File: src/rtl/d5m_pkg.sv
// Shared D5M pixel-stream definitions: pixel/word geometry, replay state
// encoding and default frame geometry used by both capture and replay blocks.
package d5m_pkg;

  localparam int unsigned PIXEL_W      = 12;
  localparam int unsigned PIX_PER_WORD = 3;
  localparam int unsigned WORD_W       = PIXEL_W * PIX_PER_WORD;

  localparam int unsigned DEF_H_ACTIVE = 640;
  localparam int unsigned DEF_V_ACTIVE = 480;
  localparam int unsigned DEF_H_BLANK  = 16;
  localparam int unsigned DEF_V_BLANK  = 8;

  typedef enum logic [1:0] {
    ST_IDLE        = 2'd0,
    ST_LINE_BLANK  = 2'd1,
    ST_LINE_ACTIVE = 2'd2,
    ST_FRAME_BLANK = 2'd3
  } replay_state_e;

  // Packed FIFO word: oldest pixel in the low slice.
  typedef struct packed {
    logic [PIXEL_W-1:0] pix2;
    logic [PIXEL_W-1:0] pix1;
    logic [PIXEL_W-1:0] pix0;
  } packed_word_t;

  function automatic logic [PIXEL_W-1:0] word_pixel(input packed_word_t w,
                                                    input logic [1:0]   ph);
    logic [PIXEL_W-1:0] p;
    case (ph)
      2'd0:    p = w.pix0;
      2'd1:    p = w.pix1;
      default: p = w.pix2;
    endcase
    return p;
  endfunction

endpackage

File: src/rtl/d5m_frame_replay_if.sv
// FIFO-head input and D5M raster output bundle of the frame replay source.
interface d5m_frame_replay_if;
  import d5m_pkg::*;

  packed_word_t       iWORD;
  logic               iWORD_EMPTY;
  logic               oWORD_RDREQ;
  logic [PIXEL_W-1:0] oDATA;
  logic               oDATA_VAL;
  logic               oLVAL;
  logic               oFVAL;

  modport master (
    input  iWORD, iWORD_EMPTY,
    output oWORD_RDREQ, oDATA, oDATA_VAL, oLVAL, oFVAL
  );

  modport slave (
    output iWORD, iWORD_EMPTY,
    input  oWORD_RDREQ, oDATA, oDATA_VAL, oLVAL, oFVAL
  );

endinterface

File: src/rtl/d5m_frame_replay.sv
// Replays packed 3-pixel FIFO words as a D5M raster (FVAL/LVAL/DATA) with
// programmable line and frame blanking; stalls hold LVAL and flag underrun.
module d5m_frame_replay
  import d5m_pkg::*;
#(
  parameter int unsigned H_ACTIVE = DEF_H_ACTIVE,
  parameter int unsigned V_ACTIVE = DEF_V_ACTIVE,
  parameter int unsigned H_BLANK  = DEF_H_BLANK,
  parameter int unsigned V_BLANK  = DEF_V_BLANK
) (
  input  logic                      D5M_PIXLCLK,
  input  logic                      RST_N,
  input  logic                      iSTART,
  input  logic                      iCONTINUOUS,
  d5m_frame_replay_if.master        bus,
  output logic                      oBUSY,
  output logic                      oUNDERRUN
);

  localparam int unsigned COL_W   = $clog2(H_ACTIVE + 1);
  localparam int unsigned ROW_W   = $clog2(V_ACTIVE + 1);
  localparam int unsigned BLK_MAX = (H_BLANK > V_BLANK) ? H_BLANK : V_BLANK;
  localparam int unsigned BLK_W   = $clog2(BLK_MAX + 1);

  replay_state_e    state, state_nxt;
  logic [COL_W-1:0] col;
  logic [ROW_W-1:0] row;
  logic [BLK_W-1:0] blk_cnt;
  logic [1:0]       phase;

  logic want_pix;
  logic emit;
  logic line_end;
  logic frame_clr;
  logic start_acc;

  always_ff @(posedge D5M_PIXLCLK or negedge RST_N) begin
    if (!RST_N) state <= ST_IDLE;
    else        state <= state_nxt;
  end

  // Next state; a pixel is fetched in the cycle before it is displayed.
  always_comb begin
    state_nxt = state;
    line_end  = 1'b0;
    frame_clr = 1'b0;
    start_acc = 1'b0;
    case (state)
      ST_IDLE: begin
        if (iSTART) begin
          state_nxt = ST_LINE_BLANK;
          frame_clr = 1'b1;
          start_acc = 1'b1;
        end
      end
      ST_LINE_BLANK: begin
        if (blk_cnt == BLK_W'(H_BLANK - 1)) state_nxt = ST_LINE_ACTIVE;
      end
      ST_LINE_ACTIVE: begin
        if (col == COL_W'(H_ACTIVE)) begin
          line_end  = 1'b1;
          state_nxt = (row == ROW_W'(V_ACTIVE - 1)) ? ST_FRAME_BLANK : ST_LINE_BLANK;
        end
      end
      ST_FRAME_BLANK: begin
        if (blk_cnt == BLK_W'(V_BLANK - 1)) begin
          if (iCONTINUOUS) begin
            state_nxt = ST_LINE_BLANK;
            frame_clr = 1'b1;
          end else begin
            state_nxt = ST_IDLE;
          end
        end
      end
      default: state_nxt = ST_IDLE;
    endcase
    want_pix = (state_nxt == ST_LINE_ACTIVE);
    emit     = want_pix && !bus.iWORD_EMPTY;
  end

  assign bus.oWORD_RDREQ = emit && (phase == 2'd2);

  // Phase survives line boundaries since words straddle lines.
  always_ff @(posedge D5M_PIXLCLK or negedge RST_N) begin
    if (!RST_N) begin
      col     <= '0;
      row     <= '0;
      phase   <= '0;
      blk_cnt <= '0;
    end else begin
      if (frame_clr) begin
        col   <= '0;
        row   <= '0;
        phase <= '0;
      end else if (line_end) begin
        col <= '0;
        row <= row + ROW_W'(1);
      end else if (emit) begin
        col   <= col + COL_W'(1);
        phase <= (phase == 2'd2) ? 2'd0 : phase + 2'd1;
      end
      if (state_nxt != state)
        blk_cnt <= '0;
      else if (state == ST_LINE_BLANK || state == ST_FRAME_BLANK)
        blk_cnt <= blk_cnt + BLK_W'(1);
    end
  end

  always_ff @(posedge D5M_PIXLCLK or negedge RST_N) begin
    if (!RST_N) begin
      bus.oDATA     <= '0;
      bus.oDATA_VAL <= 1'b0;
      bus.oLVAL     <= 1'b0;
      bus.oFVAL     <= 1'b0;
      oBUSY         <= 1'b0;
      oUNDERRUN     <= 1'b0;
    end else begin
      bus.oDATA     <= emit ? word_pixel(bus.iWORD, phase) : '0;
      bus.oDATA_VAL <= emit;
      bus.oLVAL     <= (state_nxt == ST_LINE_ACTIVE);
      bus.oFVAL     <= (state_nxt == ST_LINE_BLANK) || (state_nxt == ST_LINE_ACTIVE);
      oBUSY         <= (state_nxt != ST_IDLE);
      if (start_acc)
        oUNDERRUN <= 1'b0;
      else if (want_pix && bus.iWORD_EMPTY)
        oUNDERRUN <= 1'b1;
    end
  end

endmodule

File: src/flat_wrapper.sv
// flat-port wrapper written by rule: the top's interface ports become plain ports
module d5m_frame_replay_flat import d5m_pkg::*;
#(
  parameter int unsigned H_ACTIVE = DEF_H_ACTIVE,
  parameter int unsigned V_ACTIVE = DEF_V_ACTIVE,
  parameter int unsigned H_BLANK  = DEF_H_BLANK,
  parameter int unsigned V_BLANK  = DEF_V_BLANK
)
  (D5M_PIXLCLK, RST_N, iSTART, iCONTINUOUS, oBUSY, oUNDERRUN, bus_iWORD, bus_iWORD_EMPTY, bus_oWORD_RDREQ, bus_oDATA, bus_oDATA_VAL, bus_oLVAL, bus_oFVAL);
  d5m_frame_replay_if bus_i ();
  input  logic D5M_PIXLCLK;
  input  logic RST_N;
  input  logic iSTART;
  input  logic iCONTINUOUS;
  output logic oBUSY;
  output logic oUNDERRUN;
  input wire logic [$bits(bus_i.iWORD)-1:0] bus_iWORD;
  input wire logic [$bits(bus_i.iWORD_EMPTY)-1:0] bus_iWORD_EMPTY;
  output wire logic [$bits(bus_i.oWORD_RDREQ)-1:0] bus_oWORD_RDREQ;
  output wire logic [$bits(bus_i.oDATA)-1:0] bus_oDATA;
  output wire logic [$bits(bus_i.oDATA_VAL)-1:0] bus_oDATA_VAL;
  output wire logic [$bits(bus_i.oLVAL)-1:0] bus_oLVAL;
  output wire logic [$bits(bus_i.oFVAL)-1:0] bus_oFVAL;
  assign bus_i.iWORD = bus_iWORD;
  assign bus_i.iWORD_EMPTY = bus_iWORD_EMPTY;
  assign bus_oWORD_RDREQ = bus_i.oWORD_RDREQ;
  assign bus_oDATA = bus_i.oDATA;
  assign bus_oDATA_VAL = bus_i.oDATA_VAL;
  assign bus_oLVAL = bus_i.oLVAL;
  assign bus_oFVAL = bus_i.oFVAL;
  d5m_frame_replay #(.H_ACTIVE(H_ACTIVE), .V_ACTIVE(V_ACTIVE), .H_BLANK(H_BLANK), .V_BLANK(V_BLANK)) u_core (.D5M_PIXLCLK(D5M_PIXLCLK), .RST_N(RST_N), .iSTART(iSTART), .iCONTINUOUS(iCONTINUOUS), .bus(bus_i), .oBUSY(oBUSY), .oUNDERRUN(oUNDERRUN));
endmodule
File: config.mk
export PLATFORM = sky130hd
export DESIGN_NAME = d5m_frame_replay_flat
export DESIGN_NICKNAME = d
export VERILOG_FILES = /design/src/rtl/d5m_pkg.sv /design/src/rtl/d5m_frame_replay_if.sv /design/src/rtl/d5m_frame_replay.sv /design/src/flat_wrapper.sv
export SDC_FILE = /design/constraint.sdc
export NUM_CORES = 1
export LEC_CHECK = 0
export ABC_AREA = 1
export BUFFER_PORTS_ARGS = -buffer_cell sky130_fd_sc_hd__buf_2
export CORE_AREA = 2 2 78 80
export DETAILED_ROUTE_END_ITERATION = 8
export DIE_AREA = 0 0 80 82
export GPL_TIMING_DRIVEN = 0
export PLACE_DENSITY = 0.68
export SYNTH_ARGS = -nofsm -noshare
export SYNTH_HDL_FRONTEND = slang
export SYNTH_SLANG_ARGS = --single-unit
File: constraint.sdc
create_clock -name D5M_PIXLCLK -period 3.6 [get_ports D5M_PIXLCLK]
set_input_delay 0.18 -clock D5M_PIXLCLK [delete_from_list [all_inputs] [get_ports D5M_PIXLCLK]]
set_output_delay 0.18 -clock D5M_PIXLCLK [all_outputs]
set_load 0.005 [all_outputs]
==> results of run 1 <==
==> power groups by stage <==
stage               combinational (uW)  sequential, uW  clock (uW)
finish                             835             672         363
global route                       964             685         400
CTS                                844             672         380
detailed placement                 840             681           0
global placement                   823             679           0
floorplan                          604             682           0
==> placed cells by master (no fill, tap or decap), drive strengths merged <==
cell type  synthesis  final
xor2               4      4
a21oi             14     14
and3               1      1
nand3             35     35
nor3               4      4
o21ai             20     20
nor2              31     31
a211oi             1      1
nor3b              2      2
buf                1     59
nor4               2      2
clkinv             0      1
bufinv             0      1
clkbuf             5     10
nand4              5      5
nand2             78     78
dfrtp             45     45
mux2i              1      1
inv               53     53
a31oi              1      1
a21o               1      1
ha                12     12
==> worst register-to-register path: stages, from the launching register on <==
cell and delay [ps]:
dfrtp_1 440, inv_1 150, ha_1 290, nand2_1 80
nor2_1 110, nand4_1 120, nor2_1 110, nor2_1 50
nand2_1 70, nand2_1 90, inv_1 90, ha_1 170
inv_1 70, nor2_4 210, inv_2 110, nor4_2 310
nand4_1 170, o21ai_0 190, a21oi_1 60
==> metal layers <==
metal  vias to the layer above  GRT usage  part of all wire
met5                         -          0                 0
met4                         0    0.06949             0.016
met3                         7    0.03956             0.030
met2                        33     0.2858              0.49
met1                       973     0.2007              0.46
li1                       1135          -                 -
==> cell families (layout without fill, tap and decap cells) <==
kind of cell             count (synthesis)  in the layout
AO/OA/AOI/OAI                           37             37
XOR/XNOR                                 4              4
adder cells (fa/ha/maj)                 12             12
buffers and inverters                   59            124
flip-flops                              45             45
multiplexers                             1              1
AND/OR/NAND/NOR                        158            158
==> state kept, by name, summed over array words and instances, names as in the netlist <==
register and count:
u_core.phase 2, u_core.row 9, u_core.blk_cnt 5, u_core.bus.oFVAL 1
u_core.oUNDERRUN 1, u_core.oBUSY 1, u_core.bus.oDATA_VAL 1, u_core.state 2
u_core.col 10, u_core.bus.oDATA 12, u_core.bus.oLVAL 1
==> cell type report <==
class / count / area [sq um]
Buffer: 6 / 22.52
Clock buffer: 5 / 68.82
Clock inverter: 2 / 35.03
Fill cell: 572 / 2740
Inverter: 53 / 198.9
Multi-Input combinational cell: 212 / 1170
Sequential cell: 45 / 1126
Tap cell: 75 / 93.84
Timing Repair Buffer: 58 / 290.3
==> worst max path at each step <==
stage | from | end | slack (ps) | depth (start not counted)
6_report | u_core.state[0] | u_core.col[8] | 600 | 18
5_1_grt | u_core.state[0] | u_core.col[9] | 220 | 22
4_1_cts | u_core.state[0] | u_core.col[8] | 580 | 18
3_5_place_dp | u_core.state[0] | u_core.col[8] | 620 | 18
3_3_place_gp | u_core.state[0] | u_core.col[8] | 630 | 18
2_1_floorplan | u_core.state[0] | u_core.col[9] | 1060 | 22
==> metrics by stage <==
stage | worst slack [ps] | cell area [sq um]
final | 603.4 | 3005
after global routing | 217.3 | 3005
after CTS | 576.1 | 3005
after detailed placement | 615.6 | 2902
after global placement | 632.3 | 2902
after floorplan | 1057 | 2517
==> reports/metrics.cfg, run 1 <==
[drt]
ant_nets = 0
drt_iter0_drc = 108
vias_per_cell = 4.711
drt_wl_total_um = 4925
drc = 0
drt_pass1_iterations = 4
dr_total_vias = 2148
wl_per_cell_um = 10.80

[sta]
fmax_mhz = 333.7
rsz0062_at_grt = no
relSlewSlack = 0.3316
tightest_slew_ps = 1003
hold_viol_final = 0
fin_crit_sh = 0.8324
setup_tns_ps = 0
post-route-min-period_ps = 2997
hold_ws_ps = 47.34
clock_skew_ps = 8.491
finalSetupViolCount = 0
slew_viol_final = 0

[setup_path]
cpPeakStageDelay_ps = 440
r2r-end = u_core.col[8]
r2r_slack_ps = 600
cp_slowest_cell = dfrtp_1
crit_path_cell_trace = inv_1, ha_1, nand2_1, nor2_1, nand4_1, nor2_1, nor2_1, nand2_1, nand2_1, inv_1, ha_1, inv_1, nor2_4, inv_2, nor4_2, nand4_1, o21ai_0, a21oi_1
r2r_start = u_core.state[0]
worstPathBufferInverterCount = 4
cp_top_family = simple AND/OR/NAND/NOR gates
cp_data_arrival_time_ps = 3170
startpoint_type = register
path_class = reg2reg
critPathCaptureType = register
critical_path_required_ps = 3780
crit_path_max_fanout = 8
reg2regPathDepth = 18

[cts]
ctsResizeCount = 0
clkSinkCount = 45
holdBufCountCts = 0
cts_tree = done
h-tree-depth = 2
root_buffer = clkbuf_8
cts_buffer_depth = 2
postCtsSetupBuffers = 0
worstSkewPairLatency_ps = 290
clkTransAtPathRegs_ps = 80
cts_buffers = 5

[logic_synthesis]
ys_seq_elements = 45
synthMuxAreaShare = 0.003976
synth_top_family_by_area = simple AND/OR/NAND/NOR gates
async_reset_ff_frac = 1.000
synthSimpleGateAreaFrac = 0.3067
synth_compound_area_frac = 0.08052
synth.top_cell.area_share = 0.4473
synthTopCellsByCount = nand2_1, inv_1, dfrtp_1, nand3_1, nor2_1
seq_area_frac_synth = 0.4473
synth_area_leaders = dfrtp_1, nand2_1, inv_1
synth-xor-area-share = 0.01392
synth_top_area_cell = dfrtp_1
syn_avg_cell_area_sq_um = 7.967
synth_nets = 369
synth_fa_ha_area_frac = 0.05964
synthFlopType = dfrtp_1
syn-cell-area_sq_um = 2517
yosysWarnings = 0
synth-edff-count = 0
syn-instance-count = 316
synth.most_common_cell = nand2_1
yosysUniqueCellTypes = 31

[run_status]
status = completed

[finish]
diodes = 0
utilization = 0.5231
nets = 434
drive_gt1_frac = 0.2493
syn_to_final_growth_pct = 19.38
final_cells = 456

[power]
p_clk_frac = 0.194
p_switching_uw = 758.3
pwr-share-comb = 0.447
seqPwrFrac = 0.359
finalPower_uw = 1871
leakage_uw = 0.001641
power.internal_uw = 1113
p_sw_frac = 0.4053
power.density_nw_per_um2 = 622.5
ir_drop_uv = 250.7

[global_routing]
grt_pass1_vias = 1965
overflow = 0
globalRouteTotalUtil = 0.1664
grt_pass1_wl_um = 8493
antenna_found_initial = 0
grt_max_degree = 46

[floorplanning]
start_util = 0.4382
die-area_sq_um = 6560
dieHeight_um = 82
die_w_um = 80
num_io_pins = 59
coreArea_sq_um = 5746
placementRows = 28

[placed_design]
port_buffers = 58
place_hpwl_um = 3735
dp_cells = 449
gp_congestion = 0.8298

[job]
maxCapViolations = 0

[hold_path]
hold_path.class = in2async

(Power assumes the default switching activity.)
==> run 2, diff against run 1 <==
- clock period: 3.6 -> 3.04 ns (I/O delays scaled with it)
==> reports/metrics.cfg, run 2 (synthesis results as in run 1) <==
[finish]
syn_to_final_growth_pct = 21.97
largest-register = u_core.bus.oDATA
nets = 437  ; +0.69%
layout_commonest_cell = nand2_1
final_cell_mix = nand2_1, buf_2, inv_1
diodes = 0  ; unchanged
largest_reg_flops = 12  ; unchanged
drive_gt1_frac = 0.2708  ; +0.02149
fillCellCount = 563  ; -1.6%
layout_top_registers = u_core.bus.oDATA x12, u_core.col x10, u_core.row x9
fin_area_sq_um = 3070  ; +2.2%

[setup_path]
startpoint_type = register
path_class = reg2reg
reg2regPathDepth = 21  ; +3
crit_path_max_fanout = 5  ; -3
critical_path_required_ps = 3220  ; -560 ps
cp_data_arrival_time_ps = 2920  ; -250 ps
critPathCaptureType = register

[placed_design]
gp_congestion = 0.8298  ; unchanged
post-place-ws_ps = 55.57  ; -560.0 ps
place_hpwl_um = 3735  ; unchanged
port_buffers = 58  ; unchanged
placed_area_sq_um = 2902  ; unchanged

[global_routing]
grt_pass1_vias = 1965  ; unchanged
grt_pass1_wl_um = 8493  ; unchanged
overflow = 0  ; unchanged
antenna_found_initial = 0  ; unchanged
globalRouteTotalUtil = 0.1664  ; unchanged
grt_max_degree = 46  ; unchanged

[drt]
wl_per_cell_um = 10.87  ; +0.68%
drc = 0  ; unchanged
drt_iter0_drc = 104  ; -3.7%
drt_pass1_iterations = 4  ; unchanged
drt_wl_total_um = 4991  ; +1.3%
vias_per_cell = 4.730  ; +0.41%
ant_nets = 0  ; unchanged
dr_total_vias = 2171  ; +1.1%

[floorplanning]
coreArea_sq_um = 5746  ; unchanged
dieHeight_um = 82  ; unchanged
placementRows = 28  ; unchanged
die_w_um = 80  ; unchanged
die-area_sq_um = 6560  ; unchanged
num_io_pins = 59  ; unchanged
start_util = 0.4382  ; unchanged

[power]
power.density_nw_per_um2 = 740.0  ; +19%
p_clk_frac = 0.189  ; -0.005
p_switching_uw = 922.1  ; +22%
power.internal_uw = 1350  ; +21%
seqPwrFrac = 0.353  ; -0.006
ir_drop_uv = 299.7  ; +20%
leakage_uw = 0.001669  ; +1.7%
p_sw_frac = 0.4059  ; +0.0005230
pwr-share-comb = 0.458  ; +0.011

[sta]
finalSetupViolCount = 0  ; unchanged
hold_ws_ps = 20.14  ; -27.20 ps
hold_viol_final = 0  ; unchanged
rsz0062_at_grt = yes
tightest_slew_ps = 1005  ; +2.744 ps
fin_crit_sh = 0.9020  ; +0.06957
slew_viol_final = 0  ; unchanged
fmax_mhz = 364.7  ; +9.3%
post-route-min-period_ps = 2742  ; -254.7 ps
clock_skew_ps = 8.667  ; +0.1757 ps
relSlewSlack = 0.3297  ; -0.001830
setup_ws_ps = 298.0  ; -305.3 ps

[cts]
clkSinkCount = 45  ; unchanged
cts_tree = done
h-tree-depth = 2  ; unchanged
holdBufCountCts = 0  ; unchanged
cts_buffers = 5  ; unchanged
root_buffer = clkbuf_8
cts_buffer_depth = 2  ; unchanged
worstSkewPairLatency_ps = 290  ; about the same
clkTransAtPathRegs_ps = 80  ; about the same

[job]
maxCapViolations = 0  ; unchanged

[run_status]
status = completed

[hold_path]
hold_path.class = in2async

[run 2: per-stage QoR]
step / total power (uW) / std cells / TNS (ps) / util
after floorplan: 1523 / 316 / 0 / -
after global placement: 1778 / 449 / 0 / 0.5050
after detailed placement: 1801 / 449 / 0 / 0.5050
after CTS: 2246 / 456 / 0 / 0.5231
after global routing: 2481 / 459 / -28.20 / 0.5344
final: 2272 / 459 / 0 / 0.5344
[run 2: cell type report]
cell class	instances	area [sq um]	area share
plain buffers	6	22.52	0.007335
well taps	75	93.84	0.03056
flip-flops and latches	45	1127	0.3672
multi-input cells	212	1209	0.3936
inverters	53	201.4	0.06561
clock inverters	2	35.03	0.01141
repair buffers	61	312.8	0.1019
clock buffers	5	68.82	0.02241
[run 2: worst paths after layout]
check | start | endpoint | slack (ps)
worst max-delay path | u_core.blk_cnt[0] | u_core.col[9] | 300
worst min-delay path | RST_N | u_core.bus.oDATA[8] | 20
worst max register to register | u_core.blk_cnt[0] | u_core.col[9] | 300
worst min register to register | u_core.row[7] | u_core.row[7] | 470
max in group asynchronous | RST_N | u_core.state[1] | 2330
min in group D5M_PIXLCLK | bus_iWORD[2] | u_core.bus.oDATA[2] | 140
[run 2: worst max-delay path, stage by stage (launching register included)]
cell     delay, ps
dfrtp_1        390
ha_1           170
nand2_1         90
nor2_1         100
ha_2           190
nor2_1          50
nor3_1         130
a21o_1         160
nand2_2         80
inv_1          100
ha_2           190
inv_1           60
nor2_4         180
inv_4           80
nor2_4         100
nand2_2         70
nor2_2         100
nand2_1         80
nor2_1          90
nand2_1         70
o21ai_1        110
a21oi_1         50
[run 2: metal layers]
layer,vias to the layer above,global-route usage,wire (um)
met5,-,0,0
met1,993,0.2007,2303
li1,1140,-,-
met2,31,0.2858,2464
met3,7,0.03956,145
met4,0,0.06949,79
[run 2: power groups by stage]
stage / clock (uW) / combinational, uW / sequential (uW)
CTS: 451 / 1000 / 795
global placement: 0 / 974 / 804
global route: 474 / 1190 / 816
finish: 430 / 1040 / 801
floorplan: 0 / 716 / 808
detailed placement: 0 / 995 / 806
[run 2: timing repair]
action	CTS	global route
hold endpoints to repair	0	0
endpoints found under the setup margin	0	7
setup buffers	0	3
resized for setup	0	11
